<file path="src/rtl/vector_assembler_pkg.sv">
// -----------------------------------------------------------------------------
// vector_assembler_pkg
// Shared constants and types for the byte-to-vector assembler.
//   VEC_W          : width of the assembled vector (255 bits)
//   BYTES_PER_VEC  : bytes per full frame (32)
//   LEN_W          : width of the byte-count field (6, holds 0..32)
//   LAST_IDX       : byte index that completes a full frame
//   state_t        : FILL (collecting bytes) / HOLD (presenting the vector)
// -----------------------------------------------------------------------------
package vector_assembler_pkg;

    localparam int VEC_W         = 255;
    localparam int BYTES_PER_VEC = 32;
    localparam int LEN_W         = 6;

    localparam logic [LEN_W-1:0] LAST_IDX = LEN_W'(BYTES_PER_VEC - 1);

    typedef enum logic {
        FILL = 1'b0,
        HOLD = 1'b1
    } state_t;

endpackage : vector_assembler_pkg

</file>
<file path="src/rtl/vector_assembler.sv">
// -----------------------------------------------------------------------------
// vector_assembler
// Packs a stream of bytes into a 255-bit vector for the population-count
// stage. Byte k lands in vec[8k+7:8k]; the top bit of byte 31 has no home and
// is dropped. A frame ends after 32 bytes or on an accepted in_last, after
// which the vector is held until the consumer takes it with vec_ready.
//
// Ports
//   clk        in   1    clock, rising edge
//   rst_n      in   1    asynchronous active-low reset
//   in_data    in   8    incoming byte
//   in_valid   in   1    in_data / in_last valid
//   in_last    in   1    this byte ends the frame early (rest zero-filled)
//   in_ready   out  1    byte accepted this cycle when in_valid is high
//   sync_clr   in   1    synchronous discard of partial or held frame
//   vec        out  255  assembled vector (drives popcount input directly)
//   vec_valid  out  1    vec complete and stable
//   vec_ready  in   1    consumer takes vec this cycle
//   vec_len    out  6    bytes received in the current/held frame
//   frame_cnt  out  8    frames delivered, modulo 256
// -----------------------------------------------------------------------------
module vector_assembler
    import vector_assembler_pkg::*;
(
    input  logic             clk,
    input  logic             rst_n,
    input  logic [7:0]       in_data,
    input  logic             in_valid,
    input  logic             in_last,
    output logic             in_ready,
    input  logic             sync_clr,
    output logic [VEC_W-1:0] vec,
    output logic             vec_valid,
    input  logic             vec_ready,
    output logic [LEN_W-1:0] vec_len,
    output logic [7:0]       frame_cnt
);

    state_t             r_state;
    state_t             w_state_nxt;
    logic [VEC_W-1:0]   r_vec;
    logic [LEN_W-1:0]   r_vec_len;
    logic [7:0]         r_frame_cnt;

    logic               w_accept;
    logic               w_final;
    logic               w_release;
    logic [7:0]         w_bit_base;
    // One spare bit on top so byte 31 can be written as a whole byte; its
    // MSB falls into the spare bit and is discarded on truncation.
    logic [VEC_W:0]     w_vec_ins;

    // ---- FSM state register ----
    always_ff @(posedge clk or negedge rst_n) begin
        if (!rst_n) begin
            r_state <= FILL;
        end else begin
            r_state <= w_state_nxt;
        end
    end

    // ---- FSM next-state and handshake decode ----
    always_comb begin
        w_accept    = in_valid && (r_state == FILL);
        w_final     = w_accept && (in_last || (r_vec_len == LAST_IDX));
        w_release   = (r_state == HOLD) && vec_ready;
        w_state_nxt = r_state;
        if (sync_clr) begin
            w_state_nxt = FILL;
        end else if (w_final) begin
            w_state_nxt = HOLD;
        end else if (w_release) begin
            w_state_nxt = FILL;
        end
    end

    // ---- byte insertion at the current fill position ----
    always_comb begin
        w_bit_base = {r_vec_len[4:0], 3'b000};
        w_vec_ins  = {1'b0, r_vec};
        w_vec_ins[w_bit_base +: 8] = in_data;
    end

    // ---- datapath: vector, length and frame counter ----
    always_ff @(posedge clk or negedge rst_n) begin
        if (!rst_n) begin
            r_vec       <= '0;
            r_vec_len   <= '0;
            r_frame_cnt <= '0;
        end else if (sync_clr) begin
            // Discard wins over both accept and release; frame not counted.
            r_vec     <= '0;
            r_vec_len <= '0;
        end else if (w_release) begin
            r_vec       <= '0;
            r_vec_len   <= '0;
            r_frame_cnt <= r_frame_cnt + 8'd1;
        end else if (w_accept) begin
            r_vec     <= w_vec_ins[VEC_W-1:0];
            r_vec_len <= r_vec_len + LEN_W'(1);
        end
    end

    assign in_ready  = (r_state == FILL);
    assign vec_valid = (r_state == HOLD);
    assign vec       = r_vec;
    assign vec_len   = r_vec_len;
    assign frame_cnt = r_frame_cnt;

endmodule : vector_assembler

</file>
<file path="config.mk">
export PLATFORM = sky130hd
export DESIGN_NAME = vector_assembler
export DESIGN_NICKNAME = d
export VERILOG_FILES = /design/src/rtl/vector_assembler_pkg.sv /design/src/rtl/vector_assembler.sv
export SDC_FILE = /design/constraint.sdc
export NUM_CORES = 1
export LEC_CHECK = 0
export ABC_AREA = 1
export CORE_MARGIN = 1.5
export CORE_UTILIZATION = 51
export DETAILED_ROUTE_END_ITERATION = 6
export PLACE_DENSITY = 0.81
export SYNTH_ARGS = -nofsm -noshare
export SYNTH_HDL_FRONTEND = slang
export SYNTH_SLANG_ARGS = --single-unit
</file>
<file path="constraint.sdc">
create_clock -name clk -period 2.7 [get_ports clk]
set_input_delay 0.81 -clock clk [delete_from_list [all_inputs] [get_ports clk]]
set_output_delay 0.81 -clock clk [all_outputs]
set_load 0.01 [all_outputs]
</file>
==> results.py <==
metrics = {
    "run_status": {
        "status": "finished clean",
    },
    "critical_path": {
        "worstPathRequired_ns": 1.89,
        "critPathLaunchType": "flop",
        "path_max_fanout": 23,
        "crit_type": "flop to output pin",
        "arrival_ns": 1.80,
        "critPathCaptureType": "output pin",
        "cpPeakStageDelay_ns": 0.64,
        "slowest_stage": "clkdlybuf4s50_1",
        "rr_worst_depth": 11,
        "cp_cell_sequence": "buf_4 -> clkdlybuf4s50_1",
    },
    "final_layout": {
        "areaGrowthSynthToFinish_pct": 36.1,
        "finalInstanceArea_um2": 17300,
        "layout_common_cells": "424 x nand2_1, 358 x nand3_1, 283 x clkdlybuf4s50_1, 270 x dfrtp_1, 146 x nor2_1",
        "mostFrequentLayoutCell": "nand2_1",
        "layout-drive-gt1-share_pct": 9.52,
        "nNetsFinal": 1889,
        "stdcell_count": 2217,
    },
    "clock_network": {
        "cts_sinks": 270,
        "path_clk_slew_ns": 0.06,
        "holdBufCountCts": 0,
        "clock_latency_ns": 0.56,
        "numCtsBuffers": 29,
        "ctsLongestPathBuffers": 3,
        "cts_htree_levels": 1,
        "cts_tree": "yes",
        "cts_root_buf": "clkbuf_16",
        "cts_setup_buffers": 0,
    },
    "synth": {
        "ys_types": 33,
        "ys_warn_count": 0,
        "syn_nets": 1587,
        "synth_seq_area_share_pct": 53.2,
        "ys_seq_elements": 270,
        "syn_area_um2": 12700,
        "syn_area_per_cell_um2": 8.10,
        "syn_inst": 1567,
    },
    "timing": {
        "setup_viol": 0,
        "maxSlewHeadroom_pct": 65.4,
        "fin_worst_skew_ns": 0.0125,
        "hold_viol_final": 0,
        "final.period_utilization_pct": 96.7,
        "rsz0062_at_grt": "no",
        "slew_viol_final": 0,
        "max_freq_mhz": 383,
        "finalCriticalPeriod_ns": 2.61,
        "tightest_slew_ns": 0.518,
    },
    "drt": {
        "wl_met2_um": 19800,
        "dr.max_layer_used": "met4",
        "ant_nets": 0,
        "firstDrtPassIters": 6,
        "drt_drc_violations_left": 0,
        "routedWlPerCell_um": 19.2,
        "wl_met3_um": 4230,
        "num_vias": 12500,
        "drt_wl_total_um": 42500,
        "post_drt_via_cell_ratio": 5.65,
        "drt_iter0_drc": 1284,
        "met1Wirelength_um": 16900,
    },
    "grt": {
        "antenna_found_initial": 2,
        "grt_pass1_wl_um": 65700,
        "grt_max_degree": 93,
        "grtUsageTotal_pct": 32.4,
        "gr-total-overflow": 0,
        "grt_pass1_vias": 11600,
    },
    "placed_design": {
        "place.gp.congestion": 0.926,
        "dpl.cell_count": 2162,
        "placed_area_um2": 16300,
        "dp_hpwl_um": 30700,
        "portBuffers": 284,
    },
    "floorplan": {
        "core_area_um2": 24400,
        "die_w_um": 161,
        "die_h_um": 161,
        "die-area_um2": 25800,
        "ioPinCount": 285,
        "start_util_pct": 52.0,
        "rows": 57,
    },
    "worst_hold_path": {
        "hold_path_class": "input pin to async pin",
    },
    "run": {
        "maxCapViolCount": 0,
    },
    "power": {
        "power_mw": 9.47,
        "ir_drop_uv": 419,
        "p_leak_nw": 8.48,
        "powerDensity_nw_per_um2": 548,
    },
}
report_power, final:
part           internal (mW)  switching, mW
Sequential              4.08         0.0361
Combinational          0.305          0.881
Clock                   2.51           1.65
Total                   6.90           2.57
per-stage QoR:
| stage | setup TNS (ns) | util, % | hold WS (ns) | worst slack, ns |
|---|---|---|---|---|
| after floorplan | 0 | - | 0.507 | 0.565 |
| after global placement | 0 | 66.6 | 0.457 | 0.0743 |
| after detailed placement | -0.139 | 66.6 | 0.462 | -0.0562 |
| after CTS | 0 | 70.8 | 0.168 | 0.101 |
| after global routing | 0 | 70.9 | 0.178 | 0.000139 |
| final | 0 | 70.9 | 0.154 | 0.0887 |
Yosys cell counts:
| library cell | number | area (µm²) |
|---|---|---|
| nor3_1 | 62 | 310 |
| inv_4 | 1 | 6.26 |
| nor2_2 | 18 | 113 |
| nor2_4 | 7 | 78.8 |
| xnor2_1 | 4 | 35.0 |
| nand3_4 | 1 | 17.5 |
| nand3_1 | 358 | 1790 |
| nand4_1 | 26 | 163 |
| o21ai_0 | 45 | 225 |
| ha_1 | 6 | 75.1 |
| buf_6 | 3 | 33.8 |
| clkbuf_1 | 44 | 165 |
| inv_2 | 7 | 26.3 |
| o32ai_1 | 1 | 8.76 |
| nand2_4 | 2 | 22.5 |
| mux2_2 | 1 | 11.3 |
| nand3_2 | 4 | 40.0 |
| a21oi_1 | 5 | 25.0 |
| nand2_1 | 425 | 1600 |
| nand2_2 | 7 | 43.8 |
| nor3_2 | 1 | 10.0 |
| clkinv_1 | 2 | 7.51 |
| dfrtp_1 | 270 | 6760 |
| nor2_1 | 148 | 556 |
| a21oi_2 | 1 | 8.76 |
| buf_2 | 24 | 120 |
| a211oi_1 | 1 | 7.51 |
| nand4_2 | 7 | 87.6 |
| inv_1 | 70 | 263 |
| o21ai_1 | 2 | 10.0 |
| buf_1 | 10 | 37.5 |
| nor3_4 | 1 | 16.3 |
| xor2_1 | 3 | 26.3 |
layer usage:
| layer | track usage (%) | up-vias |
|---|---|---|
| met5 | 0 | - |
| met4 | 12.1 | 0 |
| met3 | 7.33 | 107 |
| met2 | 50.9 | 649 |
| met1 | 44.2 | 5999 |
| li1 | - | 5781 |
final timing paths:
path                             from  slack, ns    endpoint
hold reg to reg              vec[175]       0.48    vec[175]
setup / recovery           vec_len[0]       0.09  vec_len[0]
min in group clk             vec[175]       0.48    vec[175]
max in group asynchronous       rst_n       1.86    vec[236]
setup reg to reg           vec_len[0]       0.14     vec[18]
hold / removal                  rst_n       0.15     vec[51]
sequential cells by signal, indices dropped and copies added (netlist names):
register / flops
vec_len: 6
vec_valid: 1
frame_cnt: 8
vec: 255
kinds of logic (layout without fill, tap and decap cells):
group | after synthesis | after routing | synth area share [%]
and+or+nand+nor | 1067 | 1067 | 38.2
DFF | 270 | 270 | 53.2
buffers and inverters | 161 | 485 | 5.19
AOI/OAI and AO/OA | 55 | 55 | 2.25
xor gates and xnor gates | 7 | 7 | 0.483
adders and majority gates | 6 | 6 | 0.591
muxes | 1 | 1 | 0.0887
other | 0 | 2 | 0
worst max-delay path: cells and delay by family (launching register included):
family / cells / cell delay (ns)
buffers and inverters: 2 / 0.89
flip-flops: 1 / 0.35
final cells by class:
type                            instances  area [µm²]
Sequential cell                       270        6760
Antenna cell                            2        5.00
Inverter                               80         310
Tap cell                              324         405
Timing Repair Buffer                  352        3500
Fill cell                            1907        7110
Clock buffer                           46         920
Multi-Input combinational cell       1136        5300
Clock inverter                          7        93.8
timing repair:
item	in CTS	in global routing
resized for setup	0	2
hold endpoints to repair	0	0
setup endpoints to repair	0	30
Power figures use the tool's default switching activity.
